## src/rtl/multi_pass_controller_if.sv

```systemverilog
// Handshake bundle between the multi-pass controller and its engine/write side.
// master = controller, slave = engine/environment.
interface multi_pass_if #(
    parameter int unsigned CNT_W = 2
);
    logic             start;
    logic             abort;
    logic             eng_done;
    logic             wr_ack;
    logic             ldx;
    logic             ldu;
    logic             eng_start;
    logic             wr_req;
    logic             shl;
    logic             done;
    logic             busy;
    logic             timeout_err;
    logic [CNT_W-1:0] pass_idx;

    modport master (
        input  start, abort, eng_done, wr_ack,
        output ldx, ldu, eng_start, wr_req, shl, done, busy, timeout_err, pass_idx
    );

    modport slave (
        output start, abort, eng_done, wr_ack,
        input  ldx, ldu, eng_start, wr_req, shl, done, busy, timeout_err, pass_idx
    );
endinterface

```

## src/rtl/multi_pass_controller.sv

```systemverilog
// Sequences an external compute engine over PASSES iterations with optional write
// handshake, abort and a CALC-phase watchdog.
module multi_pass_controller #(
    parameter int unsigned PASSES   = 4,
    parameter int unsigned CNT_W    = 2,
    parameter int unsigned ACK_MODE = 0,
    parameter int unsigned TIMEOUT  = 0,
    parameter int unsigned TMR_W    = 8
) (
    input  logic         clk,
    input  logic         rst,
    multi_pass_if.master bus
);
    localparam int unsigned LAST_IDX = PASSES - 1;
    localparam int unsigned TMO_LAST = (TIMEOUT > 0) ? TIMEOUT - 1 : 0;
    localparam bit          ACK_EN   = (ACK_MODE != 0);
    localparam bit          TMO_EN   = (TIMEOUT != 0);

    typedef enum logic [2:0] {
        IDLE,
        WAIT,
        START,
        CALC,
        WRITE,
        DONE,
        ERR
    } state_t;

    state_t           state;
    state_t           state_nxt;
    logic [CNT_W-1:0] pass_idx;
    logic [CNT_W-1:0] pass_idx_nxt;
    logic [TMR_W-1:0] timer;
    logic [TMR_W-1:0] timer_nxt;

    logic ld_q;
    logic eng_start_q;
    logic wr_req_q;
    logic done_q;
    logic busy_q;
    logic tmo_err_q;

    logic accepted_c;
    logic last_pass_c;
    logic tmo_hit_c;

    assign accepted_c  = !ACK_EN || bus.wr_ack;
    assign last_pass_c = (pass_idx == CNT_W'(LAST_IDX));
    assign tmo_hit_c   = TMO_EN && (timer == TMR_W'(TMO_LAST));

    // Next-state, pass counter and watchdog timer
    always_comb begin
        state_nxt    = state;
        pass_idx_nxt = pass_idx;
        timer_nxt    = timer;
        case (state)
            IDLE: begin
                pass_idx_nxt = '0;
                timer_nxt    = '0;
                if (bus.start) state_nxt = WAIT;
            end
            WAIT: begin
                if (!bus.start) state_nxt = START;
            end
            START: begin
                timer_nxt = '0;
                state_nxt = CALC;
            end
            CALC: begin
                if (bus.eng_done) begin
                    state_nxt = WRITE;
                end else begin
                    timer_nxt = timer + TMR_W'(1);
                    if (tmo_hit_c) state_nxt = ERR;
                end
            end
            WRITE: begin
                if (accepted_c) begin
                    if (last_pass_c) begin
                        state_nxt = DONE;
                    end else begin
                        pass_idx_nxt = pass_idx + CNT_W'(1);
                        state_nxt    = START;
                    end
                end
            end
            DONE: begin
                pass_idx_nxt = '0;
                state_nxt    = IDLE;
            end
            ERR: begin
                if (bus.start) begin
                    pass_idx_nxt = '0;
                    timer_nxt    = '0;
                    state_nxt    = WAIT;
                end
            end
            default: begin
                pass_idx_nxt = '0;
                timer_nxt    = '0;
                state_nxt    = IDLE;
            end
        endcase
        // Abort overrides any transition, including eng_done and wr_ack in the same cycle
        if (bus.abort && (state != IDLE)) begin
            state_nxt    = IDLE;
            pass_idx_nxt = '0;
            timer_nxt    = '0;
        end
    end

    // State register; Moore outputs are registered decodes of the next state
    always_ff @(posedge clk) begin
        if (rst) begin
            state       <= IDLE;
            pass_idx    <= '0;
            timer       <= '0;
            ld_q        <= 1'b0;
            eng_start_q <= 1'b0;
            wr_req_q    <= 1'b0;
            done_q      <= 1'b0;
            busy_q      <= 1'b0;
            tmo_err_q   <= 1'b0;
        end else begin
            state       <= state_nxt;
            pass_idx    <= pass_idx_nxt;
            timer       <= timer_nxt;
            ld_q        <= (state_nxt == WAIT);
            eng_start_q <= (state_nxt == START);
            wr_req_q    <= (state_nxt == WRITE);
            done_q      <= (state_nxt == DONE);
            busy_q      <= (state_nxt == WAIT) || (state_nxt == START) ||
                           (state_nxt == CALC) || (state_nxt == WRITE);
            tmo_err_q   <= (state_nxt == ERR);
        end
    end

    assign bus.ldx         = ld_q;
    assign bus.ldu         = ld_q;
    assign bus.eng_start   = eng_start_q;
    assign bus.wr_req      = wr_req_q;
    assign bus.done        = done_q;
    assign bus.busy        = busy_q;
    assign bus.timeout_err = tmo_err_q;
    assign bus.pass_idx    = pass_idx;

    // Shift fires only on a write that is actually taken (not squashed by abort/reset)
    assign bus.shl = (state == WRITE) && accepted_c && !bus.abort && !rst;
endmodule

```

## src/flat_wrapper.sv

```systemverilog
// flat-port wrapper written by rule: the top's interface ports become plain ports
module multi_pass_controller_flat 
#(
    parameter int unsigned PASSES   = 4,
    parameter int unsigned CNT_W    = 2,
    parameter int unsigned ACK_MODE = 0,
    parameter int unsigned TIMEOUT  = 0,
    parameter int unsigned TMR_W    = 8
)
  (clk, rst, bus_start, bus_abort, bus_eng_done, bus_wr_ack, bus_ldx, bus_ldu, bus_eng_start, bus_wr_req, bus_shl, bus_done, bus_busy, bus_timeout_err, bus_pass_idx);
  multi_pass_if #(.CNT_W(CNT_W)) bus_i ();
  input  logic clk;
  input  logic rst;
  input wire logic [$bits(bus_i.start)-1:0] bus_start;
  input wire logic [$bits(bus_i.abort)-1:0] bus_abort;
  input wire logic [$bits(bus_i.eng_done)-1:0] bus_eng_done;
  input wire logic [$bits(bus_i.wr_ack)-1:0] bus_wr_ack;
  output wire logic [$bits(bus_i.ldx)-1:0] bus_ldx;
  output wire logic [$bits(bus_i.ldu)-1:0] bus_ldu;
  output wire logic [$bits(bus_i.eng_start)-1:0] bus_eng_start;
  output wire logic [$bits(bus_i.wr_req)-1:0] bus_wr_req;
  output wire logic [$bits(bus_i.shl)-1:0] bus_shl;
  output wire logic [$bits(bus_i.done)-1:0] bus_done;
  output wire logic [$bits(bus_i.busy)-1:0] bus_busy;
  output wire logic [$bits(bus_i.timeout_err)-1:0] bus_timeout_err;
  output wire logic [$bits(bus_i.pass_idx)-1:0] bus_pass_idx;
  assign bus_i.start = bus_start;
  assign bus_i.abort = bus_abort;
  assign bus_i.eng_done = bus_eng_done;
  assign bus_i.wr_ack = bus_wr_ack;
  assign bus_ldx = bus_i.ldx;
  assign bus_ldu = bus_i.ldu;
  assign bus_eng_start = bus_i.eng_start;
  assign bus_wr_req = bus_i.wr_req;
  assign bus_shl = bus_i.shl;
  assign bus_done = bus_i.done;
  assign bus_busy = bus_i.busy;
  assign bus_timeout_err = bus_i.timeout_err;
  assign bus_pass_idx = bus_i.pass_idx;
  multi_pass_controller #(.PASSES(PASSES), .CNT_W(CNT_W), .ACK_MODE(ACK_MODE), .TIMEOUT(TIMEOUT), .TMR_W(TMR_W)) u_core (.clk(clk), .rst(rst), .bus(bus_i));
endmodule
```

## config.mk

```make
export PLATFORM = sky130hd
export DESIGN_NAME = multi_pass_controller_flat
export DESIGN_NICKNAME = d
export VERILOG_FILES = /design/src/rtl/multi_pass_controller_if.sv /design/src/rtl/multi_pass_controller.sv /design/src/flat_wrapper.sv
export SDC_FILE = /design/constraint.sdc
export NUM_CORES = 1
export LEC_CHECK = 0
export ABC_AREA = 1
export CELL_PAD_IN_SITES_DETAIL_PLACEMENT = 0
export CELL_PAD_IN_SITES_GLOBAL_PLACEMENT = 2
export CORE_AREA = 2 2 51 53
export CTS_CLUSTER_DIAMETER = 120
export DETAILED_ROUTE_END_ITERATION = 8
export DIE_AREA = 0 0 53 55
export GPL_ROUTABILITY_DRIVEN = 1
export MAX_ROUTING_LAYER = met4
export PLACE_DENSITY_LB_ADDON = 0.05
export SETUP_SLACK_MARGIN = 0.4
export SLEW_MARGIN = 20
export SYNTH_ARGS = -nofsm -noshare
export SYNTH_HDL_FRONTEND = slang
export SYNTH_SLANG_ARGS = --single-unit
```

## constraint.sdc

```tcl
create_clock -name clk -period 1.42 [get_ports clk]
set_input_delay 0.284 -clock clk [delete_from_list [all_inputs] [get_ports clk]]
set_output_delay 0.284 -clock clk [all_outputs]
set_load 0.005 [all_outputs]
```

==> impl_results.md, run 1 <==
* Register bit count reported by yosys at 11
* Synthesized Nets at 79
* P_leak at 0.442 nW
* Hold violation count in the final report at 0
* Met2 wire length at 652 um
* Final worst path period need at 1270 ps
* Top-level port count at 16
* Post-route clock skew at 2.16 ps
* Timing-limited maximum frequency at 789 MHz
* Tightest slew margin relative to the limit at 84.2%
* Worst Setup End Kind: flop
* Signed area change from the synthesized netlist to the final layout at 74.0%
* Post-synthesis share of cell area spent on full adders, half adders and majority gates at 2.40%
* Combinational family with the most area after synthesis: simple AND/OR/NAND/NOR gates
* Total non-filler cell area in the finished layout at 906 sq um
* Mux contribution to synthesized area at 0%
* Clock sink count at 11
* Clock network latency to the later pin of the worst-skew pair at 260 ps
* Vias in the first global route at 507
* Final-layout worst hold slack at 468 ps
* Routed vias at 564
* Number of I/O port buffers at 14
* Global-route wire length before repair at 2210 um
* Total gr overflow at 0
* Number of buffers inserted for hold repair after clock tree synthesis at 0
* Number of max-slew violations in the final report at 0
* Total setup violations reported at the end of the flow at 0
* Wirelength per Cell at 10.1 um
* Unrepaired setup endpoints after global routing: true
* Met1 layer wirelength in the final routing at 606 um
* Cells after synthesis at 72
* Most frequent cell on the critical path: sky130_fd_sc_hd__nand2_1
* TritonCTS clock tree: built
* DRC marker count from the first detailed-route iteration at 2
* Number of H-tree levels at 1
* Crit path required time at 1580 ps
* Worst path arrival time at 1430 ps
* Final nets at 111
* Post-synth design cell area at 520 sq um
* Effective utilization at floorplan at 22.0%
* Maximum number of pins on one net before global-route repair at 8
* Sort of element at the start of the critical path: flop
* Portion of total power attributed to the clock network at 21.5%
* Share of the synthesized area in compound gates (AO/OA/AOI/OAI) at 9.62%
* Commonest non-fill, non-tap cell in the layout: sky130_fd_sc_hd__nor2_1
* Drt drc at 0
* Number of antenna diodes at 0
* Height of the chip at 55 um
* Detail Route met3 WL at 72 um
* Xor and xnor fraction of the mapped netlist area at 0%
* Most frequent cells in the layout: sky130_fd_sc_hd__nor2_1, sky130_fd_sc_hd__buf_4, sky130_fd_sc_hd__buf_2
* Final HPWL DP at 990 um
* Worst slew pin tran at 237 ps
* Sw power at 321 uW
* Yosys Warn Count at 0
* Period Utilization, post-route at 89.3%
* GP Congestion at 0.701
* Mean cell area of the mapped netlist at 7.23 sq um
* Sw Share at 33.8%
* Hold Crit Class: primary input to flop
* GRT Util Overall at 11.2%
* Initial antenna violation count at 0
* Post-detailed-placement cell area at 769 sq um
* Unique cell type count in the Yosys netlist at 15
* Placed cell count at 121
* Max layer used: met4
* Number of search-and-repair iterations in the first detailed-routing pass at 4
* Simple logic cell fraction of the synthesized area at 36.3%
* Via/cell ratio at 4.24
* Count of nets left with antenna violations after detail routing at 0
* Ratio of cells with drive above 1 in the final layout at 58.3%
* Post-detailed-routing wire length at 1340 um
* Maximum count of clock buffers along a single path at 2
* Sequential share of power at 37.9%
* Maximum fanout encountered on the critical timing path at 4
* Core utilization of the finished layout at 38.3%
* Sequential fraction of the synthesis area at 42.3%
* Status: completed
* Largest stage delay, worst path at 330 ps
* Clock-pin slew on the worst setup and hold paths at 60 ps
* Cell internal pwr at 627 uW
* Final non-filler cell total at 133
* Part of the total power dissipated in combinational logic at 40.6%
* Max Cap Viol at 0
* Floorplan core area at 2360 sq um
* Pwr/cell area at 1050 nW/um^2
* Master of the slowest instance on the critical path: sky130_fd_sc_hd__dfxtp_2
* Die outline width at 53 um
* Critical-path cell list: buf_6 > ha_4 > nand3b_1 > nand2_1 > o21ai_2 > nand2_1 > nand2_1 > nand2_1
* IR Drop Worst-Case VDD at 700 uV
* Full die area at 2920 sq um
* Crit Path Category: flop to flop
* Root Driver: sky130_fd_sc_hd__clkbuf_4
* Num CTS Buffers at 3
* Placement Rows at 18
==> flip-flops by register name, indices dropped and copies added, names as in the netlist <==
signal / count
u_core.bus.wr_req: 1
u_core.state: 3
u_core.bus.busy: 1
u_core.bus.ldu: 1
u_core.bus.eng_start: 1
u_core.bus.done: 1
u_core.bus.timeout_err: 1
u_core.bus.pass_idx: 2
==> stage by stage <==
stage / TNS, ps / total power [mW] / setup WS, ps
6_report: 0 / 0.947 / 153
5_1_grt: 0 / 1.04 / 30.5
4_1_cts: 0 / 0.905 / 146
3_5_place_dp: -1220 / 0.667 / -323
3_3_place_gp: -1250 / 0.671 / -301
2_1_floorplan: 0 / 0.541 / 335
==> final cells by class <==
cell class                 instances  area (sq um)
tap                               30          37.5
multi-input combinational         49           354
sequential                        11           233
clock buffer                       4          26.3
timing repair buffer              28           214
inverter                          11          41.3
fill                             267          1460
==> power groups by stage <==
stage	clock [mW]	sequential (mW)	combinational [mW]
final	0.204	0.359	0.385
after floorplan	0	0.376	0.165
after CTS	0.219	0.357	0.329
after global routing	0.244	0.363	0.434
after detailed placement	0	0.366	0.301
after global placement	0	0.365	0.306
==> layer usage <==
layer	up-vias	GRT usage [%]
li1	292	-
met1	260	14.0
met2	10	16.0
met3	2	4.03
met4	0	5.13
met5	-	-
==> worst paths after layout <==
| path | from | endpoint | slack, ps | cells past startpoint |
|---|---|---|---|---|
| worst max-delay path | u_core.bus.pass_idx[0] | u_core.bus.busy | 150 | 8 |
| worst max register to register | u_core.bus.pass_idx[0] | u_core.bus.busy | 150 | 8 |
| worst min-delay path | rst | u_core.bus.ldu | 470 | 4 |
| worst min register to register | u_core.bus.pass_idx[0] | u_core.bus.pass_idx[0] | 610 | 3 |
==> Yosys cell counts <==
cell type / instances / area [sq um]
sky130_fd_sc_hd__nor2_1: 13 / 48.8
sky130_fd_sc_hd__nand2_1: 12 / 45.0
sky130_fd_sc_hd__dfxtp_1: 11 / 220
sky130_fd_sc_hd__inv_1: 11 / 41.3
sky130_fd_sc_hd__nand3_1: 8 / 40.0
sky130_fd_sc_hd__a21oi_1: 3 / 15.0
sky130_fd_sc_hd__nand4_1: 3 / 18.8
sky130_fd_sc_hd__nor2_4: 2 / 22.5
sky130_fd_sc_hd__o21ai_0: 2 / 10.0
sky130_fd_sc_hd__o21ai_2: 2 / 17.5
sky130_fd_sc_hd__a21boi_0: 1 / 7.51
sky130_fd_sc_hd__buf_4: 1 / 7.51
sky130_fd_sc_hd__ha_1: 1 / 12.5
sky130_fd_sc_hd__nand2_2: 1 / 6.26
sky130_fd_sc_hd__nand3b_1: 1 / 7.51
==> worst max-delay path: cells and delay by family, from the launching register on <==
family,cells,cell delay (ps)
AOI/OAI and AO/OA,1,220
adders and majority gates,1,130
buffers and inverters,1,100
DFF,1,330
and+or+nand+nor,5,390
==> cell families after synthesis <==
group	after synthesis
buffers and inverters	12
flip-flops	11
AND/OR/NAND/NOR	40
AO/OA/AOI/OAI	8
adder cells (fa/ha/maj)	1
==> repair_timing <==
action / in CTS / in global routing
pin swaps: 9 / 8
gates resized for setup: 59 / 13
setup buffers: 3 / 5
endpoints found under the setup margin: 21 / 16
(Power assumes the default switching activity.)
==> run 2, diff against run 1 <==
--- a/config.mk
+++ b/config.mk
@@ -14,9 +14,9 @@
 export DIE_AREA = 0 0 53 55
 export GPL_ROUTABILITY_DRIVEN = 1
 export MAX_ROUTING_LAYER = met4
-export PLACE_DENSITY_LB_ADDON = 0.05
+export PLACE_DENSITY = 0.71
 export SETUP_SLACK_MARGIN = 0.4
-export SLEW_MARGIN = 20
+export SLEW_MARGIN = 25
 export SYNTH_ARGS = -nofsm -noshare
 export SYNTH_HDL_FRONTEND = slang
 export SYNTH_SLANG_ARGS = --single-unit
==> run 2 against run 1 <==
Against the previous run:
- non-clock buffer count shrank 3
- sequential share of layout area increased by 0.15 points
- highest routed layer unchanged
- worst setup slack better by 11 ps
- clock skew barely moved
- critical path type is now flop to primary output
- register-to-register slack improved by 40 ps
- design area shrank 1.7%
==> impl_results.md, run 2 (synthesis gave the netlist of run 1 again) <==
* Status: completed
* Crit path launch: u_core.state[0]
* GRT Util Overall at 10.7%
* Critical-path cell list: nor2_4 > nand3_2 > nor2_1 > buf_2
* Final-layout setup total negative slack at 0 ps
* Maximum count of clock buffers along a single path at 2
* Root Driver: sky130_fd_sc_hd__clkbuf_4
* Commonest non-fill, non-tap cell in the layout: sky130_fd_sc_hd__nor2_1
* Count of nets left with antenna violations after detail routing at 0
* Total non-filler cell area in the finished layout at 891 sq um
* Vias in the first global route at 536
* Final nets at 108
* Wirelength per Cell at 9.95 um
* Effective utilization at floorplan at 22.0%
* P_leak at 0.433 nW
* Sequential cell area in the final layout at 230 sq um
* Top-level port count at 16
* Post-detailed-routing wire length at 1290 um
* IR Drop Worst-Case VDD at 618 uV
* Number of I/O port buffers at 14
* Maximum number of pins on one net before global-route repair at 7
* Pwr/cell area at 1050 nW/um^2
* Ratio of cells with drive above 1 in the final layout at 53.0%
* Worst path arrival time at 970 ps
* Maximum fanout encountered on the critical timing path at 2
* Number of max-slew violations in the final report at 0
* Routed vias at 548
* GP Congestion at 0.760
* TritonCTS clock tree: built
* Post-detailed-placement cell area at 777 sq um
* Clock network latency to the later pin of the worst-skew pair at 260 ps
* Number of flip-flops in the largest register at 3
* Final non-filler cell total at 130
* Worst slew pin tran at 202 ps
* Crit Reg-Reg Startpoint: u_core.state[0]
* Buf/Inv on CP at 1
* Die outline width at 53 um
* Hold Crit Class: primary input to flop
* DRC marker count from the first detailed-route iteration at 8
* Hold violation count in the final report at 0
* Height of the chip at 55 um
* Num CTS Buffers at 3
* Placed cell count at 122
* Drt drc at 0
* Crit Path Category: flop to primary output
* Total gr overflow at 0
* Max Cap Viol at 0
* Clock sink count at 11
* Sort of element at the start of the critical path: flop
* Unrepaired setup endpoints after global routing: true
* Global-route wire length before repair at 2200 um
* Total setup violations reported at the end of the flow at 0
* Worst Setup End Kind: primary output
* Number of H-tree levels at 1
* Tightest slew margin relative to the limit at 86.6%
* Period Utilization, post-route at 88.5%
* Largest stage delay, worst path at 330 ps
* Master of the slowest instance on the critical path: sky130_fd_sc_hd__dfxtp_2
* Cell type group with the largest total delay on the critical path: flip-flops
* Number of fill cells at 269
* Number of antenna diodes at 0
* Initial antenna violation count at 0
* Clock-pin slew on the worst setup and hold paths at 70 ps
* Via/cell ratio at 4.22
* Floorplan core area at 2360 sq um
* Timing-limited maximum frequency at 796 MHz
* Register name with the most flops: u_core.state
* Number of search-and-repair iterations in the first detailed-routing pass at 4
* Full die area at 2920 sq um
* Post-route clock skew at 1.95 ps
* Crit path required time at 1140 ps
* Number of buffers inserted for hold repair after clock tree synthesis at 0
* Worst Min Path Start: rst
* Top Registers: u_core.state: 3 flops, u_core.bus.pass_idx: 2 flops
* Placement Rows at 18
* Signed area change from the synthesized netlist to the final layout at 71.2%
* Final HPWL DP at 946 um
* Final worst path period need at 1260 ps
* Area used by multi-input combinational logic at 364 sq um
* Most frequent cells in the layout: sky130_fd_sc_hd__nor2_1, sky130_fd_sc_hd__buf_2, sky130_fd_sc_hd__buf_4
[run 2: cell type report]
type                            count  share of cell area [%]
Clock buffer                        4                    2.95
Inverter                           11                    5.48
Multi-Input combinational cell     49                    40.9
Sequential cell                    11                    25.8
Tap cell                           30                    4.21
Timing Repair Buffer               25                    20.6
[run 2: path summary, 6_finish.rpt]
| path | depth (start not counted) | slack, ps | to |
|---|---|---|---|
| worst max register to register | 8 | 190 | u_core.bus.busy |
| worst max-delay path | 4 | 160 | bus_shl |
| worst min-delay path | 3 | 460 | u_core.state[1] |
| worst min register to register | 2 | 520 | u_core.bus.pass_idx[1] |
[run 2: report_power, final]
part	switching (mW)	internal (mW)	leakage (nW)	total, mW
clock	0.100	0.109	0.0150	0.209
sequential	0.0156	0.340	0.0924	0.356
combinational	0.208	0.166	0.325	0.374
total	0.323	0.615	0.433	0.939
[run 2: what timing repair did]
item                       in CTS  in global routing
hold endpoints to repair        0                  0
setup buffers                   2                  2
pin swaps                      10                  2
resized for setup              67                  3
setup endpoints to repair      21                 14
[run 2: per-layer routing]
metal  vias up  part of all wire [%]  wire [um]  GRT usage, %
li1        284                     -          -             -
met1       248                    46        598          13.1
met2        14                    47        614          17.3
met3         2                   5.6         72          2.42
met4         0                  0.54          7          3.85
met5         -                     0          0             -
[run 2: worst reg2reg max path, stage by stage, from the launching register on]
cell and delay (ps):
sky130_fd_sc_hd__dfxtp_2 350, sky130_fd_sc_hd__buf_4 160, sky130_fd_sc_hd__nand2_1 70, sky130_fd_sc_hd__nand3_2 90, sky130_fd_sc_hd__nand2_2 80, sky130_fd_sc_hd__o21ai_4 200
sky130_fd_sc_hd__nand2_1 80, sky130_fd_sc_hd__nand2_1 60, sky130_fd_sc_hd__nand2_1 40
[run 2: metrics by stage]
stage / hold slack [ps] / power [mW] / util, % / setup slack [ps]
final: 462 / 0.939 / 37.7 / 163
after global routing: 463 / 1.01 / 37.7 / 67.2
after CTS: 458 / 0.932 / 36.8 / 132
after detailed placement: 470 / 0.666 / 32.9 / -350
after global placement: 461 / 0.668 / 32.9 / -338
after floorplan: 349 / 0.541 / - / 335
==> run 3, diff against run 2 <==
--- a/config.mk
+++ b/config.mk
@@ -8,10 +8,10 @@
 export ABC_AREA = 1
 export CELL_PAD_IN_SITES_DETAIL_PLACEMENT = 0
 export CELL_PAD_IN_SITES_GLOBAL_PLACEMENT = 2
-export CORE_AREA = 2 2 51 53
+export CORE_AREA = 4 4 53 55
 export CTS_CLUSTER_DIAMETER = 120
 export DETAILED_ROUTE_END_ITERATION = 8
-export DIE_AREA = 0 0 53 55
+export DIE_AREA = 0 0 57 59
 export GPL_ROUTABILITY_DRIVEN = 1
 export MAX_ROUTING_LAYER = met4
 export PLACE_DENSITY = 0.71
==> run 3 against run 2 <==
Against the previous run:
- cell count shrank 1.5%
- sequential power is essentially flat
- clock skew grew 2.9 ps
- routed wire length shrank 2.2%
- non-clock buffer count shrank 2
- count of clock-buffer cells in the layout is the same
- utilization grew 0.22 points
- critical path type unchanged
- critical endpoint unchanged
- largest power group unchanged
==> impl_results.md, run 3 (synthesis gave the netlist of run 1 again) <==
* Status: completed
* Hold Crit Class: primary input to flop
* GRT Util Overall at 9.22%
* Unrepaired setup endpoints after global routing: true
* Maximum count of clock buffers along a single path at 2
* Full die area at 3360 sq um
* Hold endpoint: u_core.state[1]
* DRC marker count from the first detailed-route iteration at 13
* Die outline width at 57 um
* Pwr/cell area at 1020 nW/um^2
* Final worst path period need at 1260 ps
* Number of search-and-repair iterations in the first detailed-routing pass at 3
* Hold violation count in the final report at 0
* Clock sink count at 11
* Worst Min Path Start: rst
* Number of flip-flops in the largest register at 3
* Maximum number of pins on one net before global-route repair at 7
* Initial antenna violation count at 0
* Via/cell ratio at 4.08
* Ratio of cells with drive above 1 in the final layout at 52.0%
* Critical-path cell list: nor2_4 > nand3_2 > nor2_1 > buf_2
* Cell type group with the largest total delay on the critical path: flip-flops
* Register name with the most flops: u_core.state
* Final nets at 106
* Total gr overflow at 0
* Tightest slew margin relative to the limit at 86.0%
* Post-detailed-placement cell area at 777 sq um
* Most frequent cells in the layout: sky130_fd_sc_hd__nor2_1, sky130_fd_sc_hd__inv_1, sky130_fd_sc_hd__buf_2
* GP Congestion at 0.721
* Height of the chip at 59 um
* Placed cell count at 122
* Sort of element at the start of the critical path: flop
* Worst slew pin tran at 210 ps
* Number of antenna diodes at 0
* Vias in the first global route at 562
* Count of nets left with antenna violations after detail routing at 0
* Number of H-tree levels at 1
* Sw power at 316 uW
* Post-route clock skew at 4.85 ps
* Timing-limited maximum frequency at 796 MHz
* Effective utilization at floorplan at 21.8%
* Tot Pwr at 923 uW
* Worst path arrival time at 970 ps
* Post-detailed-routing wire length at 1270 um
* Root Driver: sky130_fd_sc_hd__clkbuf_4
* Top-level port count at 16
* Sequential share of power at 38.6%
* Final non-filler cell total at 128
* Cell internal pwr at 607 uW
* P_leak at 0.437 nW
* Drt drc at 0
* Part of the total power dissipated in combinational logic at 39.6%
* Portion of total power attributed to the clock network at 21.8%
* Master of the slowest instance on the critical path: sky130_fd_sc_hd__dfxtp_2
* Number of max-slew violations in the final report at 0
* Path depth of the worst reg2reg path at 9
* Worst Setup End Kind: primary output
* Number of I/O port buffers at 14
* Number of fill cells at 270
* Final-layout setup total negative slack at 0 ps
* Min-Delay Path Depth at 3
* Commonest non-fill, non-tap cell in the layout: sky130_fd_sc_hd__nor2_1
* Maximum fanout encountered on the critical timing path at 2
* Max Cap Viol at 0
* IR Drop Worst-Case VDD at 518 uV
* Buf/Inv on CP at 1
* Wirelength per Cell at 9.88 um
* Num CTS Buffers at 3
* Crit Reg-Reg Startpoint: u_core.state[1]
* Total non-filler cell area in the finished layout at 905 sq um
* Crit path required time at 1140 ps
* Total setup violations reported at the end of the flow at 0
* Worst R2R End: u_core.bus.busy
* Placement Rows at 18
* Period Utilization, post-route at 88.4%
* Crit Path Category: flop to primary output
* TritonCTS clock tree: built
* Final HPWL DP at 952 um
* Sw Share at 34.3%
* Signed area change from the synthesized netlist to the final layout at 73.8%
* Clock network latency to the later pin of the worst-skew pair at 260 ps
* Core utilization of the finished layout at 37.9%
* Routed vias at 522
* Global-route wire length before repair at 2440 um
* Clock-pin slew on the worst setup and hold paths at 70 ps
* Floorplan core area at 2390 sq um
* Largest stage delay, worst path at 340 ps
* FF-to-FF setup slack at 170 ps
* Top Registers: u_core.state: 3 flops, u_core.bus.pass_idx: 2 flops
## run 3: worst max-delay path by stage
| stage | start | end | slack, ps | depth (start not counted) |
|---|---|---|---|---|
| 6_report | u_core.state[1] | bus_shl | 160 | 4 |
| 5_1_grt | u_core.state[1] | u_core.bus.pass_idx[0] | 70 | 8 |
| 4_1_cts | u_core.state[0] | bus_shl | 140 | 4 |
| 3_5_place_dp | rst | bus_shl | -330 | 5 |
| 3_3_place_gp | rst | bus_shl | -340 | 5 |
| 2_1_floorplan | u_core.bus.pass_idx[0] | u_core.bus.busy | 340 | 7 |
## run 3: cell type report
class,instances,area [sq um],area share (%)
tap,30,37.5,4.15
sequential,11,233,25.7
multi-input combinational,49,374,41.4
timing repair buffer,23,185,20.5
inverter,11,48.8,5.39
clock buffer,4,26.3,2.90
## run 3: metal layers
layer	wire length (um)	vias to the layer above	track usage (%)
met5	0	-	-
met2	626	7	14.7
li1	-	281	-
met3	37	0	1.31
met1	601	234	11.7
met4	0	0	3.97
## run 3: through the flow
stage / hold WS, ps / setup slack, ps
after floorplan: 349 / 335
after global placement: 465 / -337
after detailed placement: 469 / -328
after CTS: 449 / 136
after global routing: 464 / 65.7
final: 454 / 164
## run 3: power groups by stage
stage	registers, mW	logic (mW)	clock network (mW)
floorplan	0.376	0.165	0
global placement	0.364	0.304	0
detailed placement	0.364	0.301	0
CTS	0.357	0.319	0.217
global route	0.360	0.403	0.236
finish	0.357	0.365	0.201
## run 3: tightest hold or removal path: stages
cell and delay (ps):
sky130_fd_sc_hd__dlygate4sd2_1 210, sky130_fd_sc_hd__buf_4 140, sky130_fd_sc_hd__nor2_1 50
## run 3: what timing repair did
| item | CTS | global route |
|---|---|---|
| buffers inserted | 1 | 1 |
| cloned | 0 | 0 |
| pin swaps | 7 | 9 |
| hold buffers | 0 | 0 |
| resized for setup | 60 | 15 |
| endpoints found under the setup margin | 21 | 14 |
| hold endpoints to repair | 0 | 0 |
